<file path="src/rtl/vga_timing_generator_param.sv">
// Parametrised display timing generator: position counters, sync/active
// decode, line/frame start levels and a completed-frame counter.
// The position advances only on clock edges qualified by pix_en, and every
// output is decoded from the next position so it is registered in lock-step
// with x/y.
module vga_timing_generator_param #(
   parameter int H_ACTIVE = 640,
   parameter int H_FP     = 16,
   parameter int H_SYNC   = 96,
   parameter int H_BP     = 48,
   parameter int V_ACTIVE = 480,
   parameter int V_FP     = 10,
   parameter int V_SYNC   = 2,
   parameter int V_BP     = 33,
   parameter int HS_POL   = 0,
   parameter int VS_POL   = 0,
   parameter int CW       = 10,
   parameter int FCW      = 8
) (
   input  logic           clk,
   input  logic           rst,
   input  logic           pix_en,
   output logic           hs,
   output logic           vs,
   output logic           active_video_area,
   output logic [CW-1:0]  x,
   output logic [CW-1:0]  y,
   output logic           line_start,
   output logic           frame_start,
   output logic [FCW-1:0] frame_cnt
);

   localparam int H_TOTAL = H_ACTIVE + H_FP + H_SYNC + H_BP;
   localparam int V_TOTAL = V_ACTIVE + V_FP + V_SYNC + V_BP;

   // Zero-width regions or counters too narrow for the totals cannot work.
   if (H_ACTIVE < 1 || H_FP < 1 || H_SYNC < 1 || H_BP < 1 ||
       V_ACTIVE < 1 || V_FP < 1 || V_SYNC < 1 || V_BP < 1 ||
       CW < 1 || CW > 30 || FCW < 1 ||
       H_TOTAL > (1 << CW) || V_TOTAL > (1 << CW)) begin : g_bad_cfg
      $error("vga_timing_generator_param: invalid timing configuration");
   end

   localparam logic [CW-1:0] H_LAST   = CW'(H_TOTAL - 1);
   localparam logic [CW-1:0] V_LAST   = CW'(V_TOTAL - 1);
   localparam logic [CW-1:0] H_ACT_L  = CW'(H_ACTIVE);
   localparam logic [CW-1:0] V_ACT_L  = CW'(V_ACTIVE);
   // Sync windows are [start, end); end never exceeds the last position
   // because the back porch is at least one unit wide.
   localparam logic [CW-1:0] HS_START = CW'(H_ACTIVE + H_FP);
   localparam logic [CW-1:0] HS_END   = CW'(H_ACTIVE + H_FP + H_SYNC);
   localparam logic [CW-1:0] VS_START = CW'(V_ACTIVE + V_FP);
   localparam logic [CW-1:0] VS_END   = CW'(V_ACTIVE + V_FP + V_SYNC);
   localparam logic          HS_ON    = (HS_POL != 0);
   localparam logic          VS_ON    = (VS_POL != 0);

   logic [CW-1:0] x_nxt;
   logic [CW-1:0] y_nxt;
   logic          x_wrap;
   logic          at_origin;
   logic          first_frame;

   // Next position: x wraps at the end of a line, y steps only on that wrap.
   always_comb begin
      x_wrap = (x == H_LAST);
      x_nxt  = x_wrap ? '0 : x + CW'(1);
      y_nxt  = y;
      if (x_wrap) begin
         y_nxt = (y == V_LAST) ? '0 : y + CW'(1);
      end
      at_origin = (x_nxt == '0) && (y_nxt == '0);
   end

   // Position, decoded outputs and frame bookkeeping advance together.
   always_ff @(posedge clk) begin
      if (rst) begin
         x                 <= H_LAST;
         y                 <= V_LAST;
         hs                <= ~HS_ON;
         vs                <= ~VS_ON;
         active_video_area <= 1'b0;
         line_start        <= 1'b0;
         frame_start       <= 1'b0;
         frame_cnt         <= '0;
         first_frame       <= 1'b1;
      end else if (pix_en) begin
         x                 <= x_nxt;
         y                 <= y_nxt;
         hs                <= ((x_nxt >= HS_START) && (x_nxt < HS_END)) ? HS_ON : ~HS_ON;
         vs                <= ((y_nxt >= VS_START) && (y_nxt < VS_END)) ? VS_ON : ~VS_ON;
         active_video_area <= (x_nxt < H_ACT_L) && (y_nxt < V_ACT_L);
         line_start        <= (x_nxt == '0);
         frame_start       <= at_origin;
         // The first arrival at the origin after reset opens frame 0 and is
         // not a completed frame.
         if (at_origin) begin
            if (first_frame) begin
               first_frame <= 1'b0;
            end else begin
               frame_cnt <= frame_cnt + FCW'(1);
            end
         end
      end
   end

endmodule

</file>
<file path="config.mk">
export PLATFORM = sky130hd
export DESIGN_NAME = vga_timing_generator_param
export DESIGN_NICKNAME = d
export VERILOG_FILES = /design/src/rtl/vga_timing_generator_param.sv
export SDC_FILE = /design/constraint.sdc
export NUM_CORES = 1
export LEC_CHECK = 0
export ABC_AREA = 1
export ABC_CLOCK_PERIOD_IN_PS = 2400
export CORE_MARGIN = 2
export CORE_UTILIZATION = 33
export CTS_CLUSTER_DIAMETER = 150
export DETAILED_ROUTE_END_ITERATION = 8
export GPL_TIMING_DRIVEN = 0
export PLACE_DENSITY = 0.53
export RECOVER_POWER = 50
export SETUP_SLACK_MARGIN = 0.5
export SYNTH_ARGS = -nofsm -noshare
export SYNTH_HDL_FRONTEND = slang
export SYNTH_SLANG_ARGS = --single-unit
export TNS_END_PERCENT = 30
</file>
<file path="constraint.sdc">
create_clock -name clk -period 2.4 [get_ports clk]
set_input_delay 0.24 -clock clk [delete_from_list [all_inputs] [get_ports clk]]
set_output_delay 0.24 -clock clk [all_outputs]
set_load 0.005 [all_outputs]
</file>
==> qor.csv <==
stage,metric,value,unit
hold_path,hold_end,first_frame,
yosys,synthAdderAreaFrac,2.95,%
sta,tightestPinTransition,582,ps
pwr,peakVddDrop,0.000333,V
hold_path,hold_depth,2,
clocking,clockBufferDepth,2,
sta,fin_tns_setup,0,ps
yosys,synthXorXnorAreaFrac,2.89,%
clocking,cts_max_level,2,
grt,track_usage,17.2,%
worst_setup_path,regToRegSetupSlack,270,ps
yosys,ys_seq_area_share,32.1,%
pwr,p_per_area,516,mW/mm^2
yosys,yosys_warnings,0,
yosys,synth-simple-area-share,38.8,%
yosys,synth_compound_area_share,14.5,%
grt,grt_remaining_overflow,0,
floorplan,start_util,33.8,%
yosys,avgSynthCellArea,6.71,um^2
worst_setup_path,critPathMaxFanout,8,
floorplan,die_x,84.2,um
sta,fmax,469,MHz
worst_setup_path,r2r-end,frame_cnt[7],
floorplan,rows,29,
clocking,cts.clk_slew.worst_paths,70,ps
grt,grt_pass1_vias,2022,
worst_setup_path,crit_chain,nor2_4 -> nand3_4 -> nor2_8 -> buf_12 -> buf_16 -> nand3b_1 -> nand2_1 -> nor2_2 -> nand3_4 -> nor2_8 -> nand3_4 -> nand2_1 -> a21oi_1,
drt,vias_per_cell,4.97,
yosys,netlist_area,0.00212,mm^2
clocking,cts_sinks,34,
place,dp_hpwl,4020,um
worst_setup_path,cp_data_arrival_time,2290,ps
drt,antenna_left,0,
worst_setup_path,startpoint_type,register,
hold_path,min_from,first_frame,
yosys,synth-seq-cells,34,
grt,grt_max_degree,12,
sta,period_needed,2130,ps
yosys,synth.area.mux_share,0,%
sta,hold_viol,0,
grt,grt_antenna_before_repair,0,
sta,rsz0062_at_grt,yes,
pwr,p_leak,1.34,nW
yosys,synth_nets,324,
sta,period_share,88.9,%
worst_setup_path,cpMostUsedCell,nand3_4,
drt,first_pass_iters,4,
yosys,ys_types,30,
hold_path,hp-class,reg2reg,
cells_and_area,antenna_cells,0,
yosys,synthesis.instances,316,
cells_and_area,syn2layout_area_growth,40.5,%
sta,drv_slew,0,
worst_setup_path,r2r-start,x[5],
sta,slew_headroom,61.2,%
flow_run,cap_viol_max_count,0,
place,routabilityCongestion,0.821,
grt,grt_pass1_wl,9870,um
floorplan,die_h,84.2,um
cells_and_area,fin_nets,382,
worst_setup_path,critPathKind,reg2reg,
clocking,cts_tree,built,
yosys,synth_top_family_by_area,simple AND/OR/NAND/NOR gates,
sta,finalClockSkew,5.32,ps
worst_setup_path,crit_slowest_cell,dfxtp_1,
worst_setup_path,reg2reg_depth,13,
sta,setup_violations,0,
floorplan,core_area,0.00628,mm^2
clocking,clk_latency,290,ps
clocking,cts-root-buf,clkbuf_8,
drt,drcViolationCount,0,
clocking,cts_buffers,5,
drt,dr_total_vias,2248,
cells_and_area,layout-drive-gt1-share,18.4,%
clocking,hold_buffers,0,
worst_setup_path,required,2560,ps
drt,drtIter0Drc,142,
worst_setup_path,cp_slowest_stage_delay,510,ps
worst_setup_path,crit_path_end_kind,register,
floorplan,io_pins,36,
status,outcome,"complete, no violations",
place,port_buffers,34,
floorplan,dieArea,0.00708,mm^2
drt,wl_per_cell,13.3,um
drt,drt_wl_total,6020,um
pwr,power.total,1.54,mW
## routing by layer
| layer | track usage, % | part of all wire (%) | vias up |
|---|---|---|---|
| met5 | 0 | 0 | - |
| met4 | 4.69 | 1.1 | 0 |
| met3 | 2.95 | 4.0 | 8 |
| met2 | 26.6 | 45 | 47 |
| met1 | 24.7 | 50 | 1028 |
| li1 | - | - | 1165 |
## synthesized netlist by cell type
library cell	n	share of area, %
nand3_2	4	1.9
a21o_1	2	0.71
a21oi_1	33	7.8
nand3_1	22	5.2
buf_8	1	0.71
nand4_1	14	4.1
nor2_1	24	4.2
buf_2	2	0.47
ha_1	5	2.9
xnor2_1	2	0.83
nand3_4	2	1.7
nand2_1	84	15
nand3b_1	2	0.71
inv_2	1	0.18
a32o_1	1	0.47
inv_1	34	6.0
xor2_1	5	2.1
buf_1	1	0.18
nor2_2	5	1.5
clkinv_1	1	0.18
clkbuf_1	6	1.1
nand2_2	2	0.59
nor2_4	2	1.1
o21ai_0	19	4.5
o31ai_1	2	0.71
nor3_1	2	0.47
nand4_2	1	0.59
o211ai_1	1	0.35
nor2_8	2	1.9
dfxtp_1	34	32
## cell type report
cell class	instances	area (um^2)
Clock buffer	6	82.6
Multi-Input combinational cell	239	1420
Timing Repair Buffer	48	490
Fill cell	657	3300
Sequential cell	34	688
Buffer	10	51.3
Inverter	36	138
Tap cell	77	96.3
Clock inverter	2	12.5
## timing repair
action / in CTS / in global routing
endpoints found under the setup margin: 13 / 15
buffers inserted: 8 / 5
gates cloned: 4 / 0
resized for setup: 26 / 15
pin swaps: 17 / 11
## per-stage QoR
stage | worst slack (ps) | util, % | cell area (um^2) | hold slack, ps | std cells
3_3_place_gp | 110 | 40.8 | 2560 | 450 | 427
3_5_place_dp | 130 | 40.8 | 2560 | 461 | 427
4_1_cts | 283 | 46.1 | 2890 | 473 | 447
5_1_grt | 96.8 | 47.5 | 2980 | 507 | 452
2_1_floorplan | 506 | - | 2130 | 381 | 316
6_report | 267 | 47.5 | 2980 | 472 | 452
## cells by family after synthesis
| logic type | after synthesis |
|---|---|
| and+or+nand+nor | 166 |
| xor gates and xnor gates | 7 |
| buffers and inverters | 46 |
| adders and majority gates | 5 |
| DFF | 34 |
| AOI/OAI and AO/OA | 58 |
## sequential cells by signal, summed over array words and instances, names as in the netlist
signal,flops
active_video_area,1
vs,1
y,10
frame_start,1
x,10
line_start,1
hs,1
frame_cnt,8
first_frame,1
## placed cells by master (no fill, tap or decap), drive strengths merged, types with 5 or more instances in the layout
| master | netlist | routed |
|---|---|---|
| nand2 | 86 | 86 |
| xor2 | 5 | 5 |
| inv | 35 | 35 |
| clkbuf | 6 | 12 |
| nand3 | 28 | 28 |
| dlygate4sd3 | 0 | 26 |
| clkdlybuf4s50 | 0 | 8 |
| a21oi | 33 | 33 |
| nand4 | 15 | 16 |
| ha | 5 | 5 |
| o21ai | 19 | 19 |
| dfxtp | 34 | 34 |
| nor2 | 33 | 35 |
| buf | 4 | 18 |
## worst max-delay path: cells and delay by family, from the launching register on
| family | cells | cell delay [ps] |
|---|---|---|
| and+or+nand+nor | 10 | 1190 |
| DFF | 1 | 510 |
| buffers and inverters | 2 | 240 |
| AOI/OAI and AO/OA | 1 | 60 |
## power by group
part           total [mW]  switching [mW]  internal [mW]
combinational       0.448           0.259          0.189
clock               0.455           0.224          0.231
sequential          0.633          0.0412          0.592
## worst max path at each step
stage,from,endpoint,cells past startpoint
5_1_grt,y[1],frame_cnt[6],12
6_report,x[5],frame_cnt[7],13
2_1_floorplan,x[0],frame_cnt[7],12
4_1_cts,x[0],frame_cnt[7],13
3_5_place_dp,x[0],frame_cnt[5],14
3_3_place_gp,x[0],frame_cnt[7],12
(Power assumes the default switching activity.)
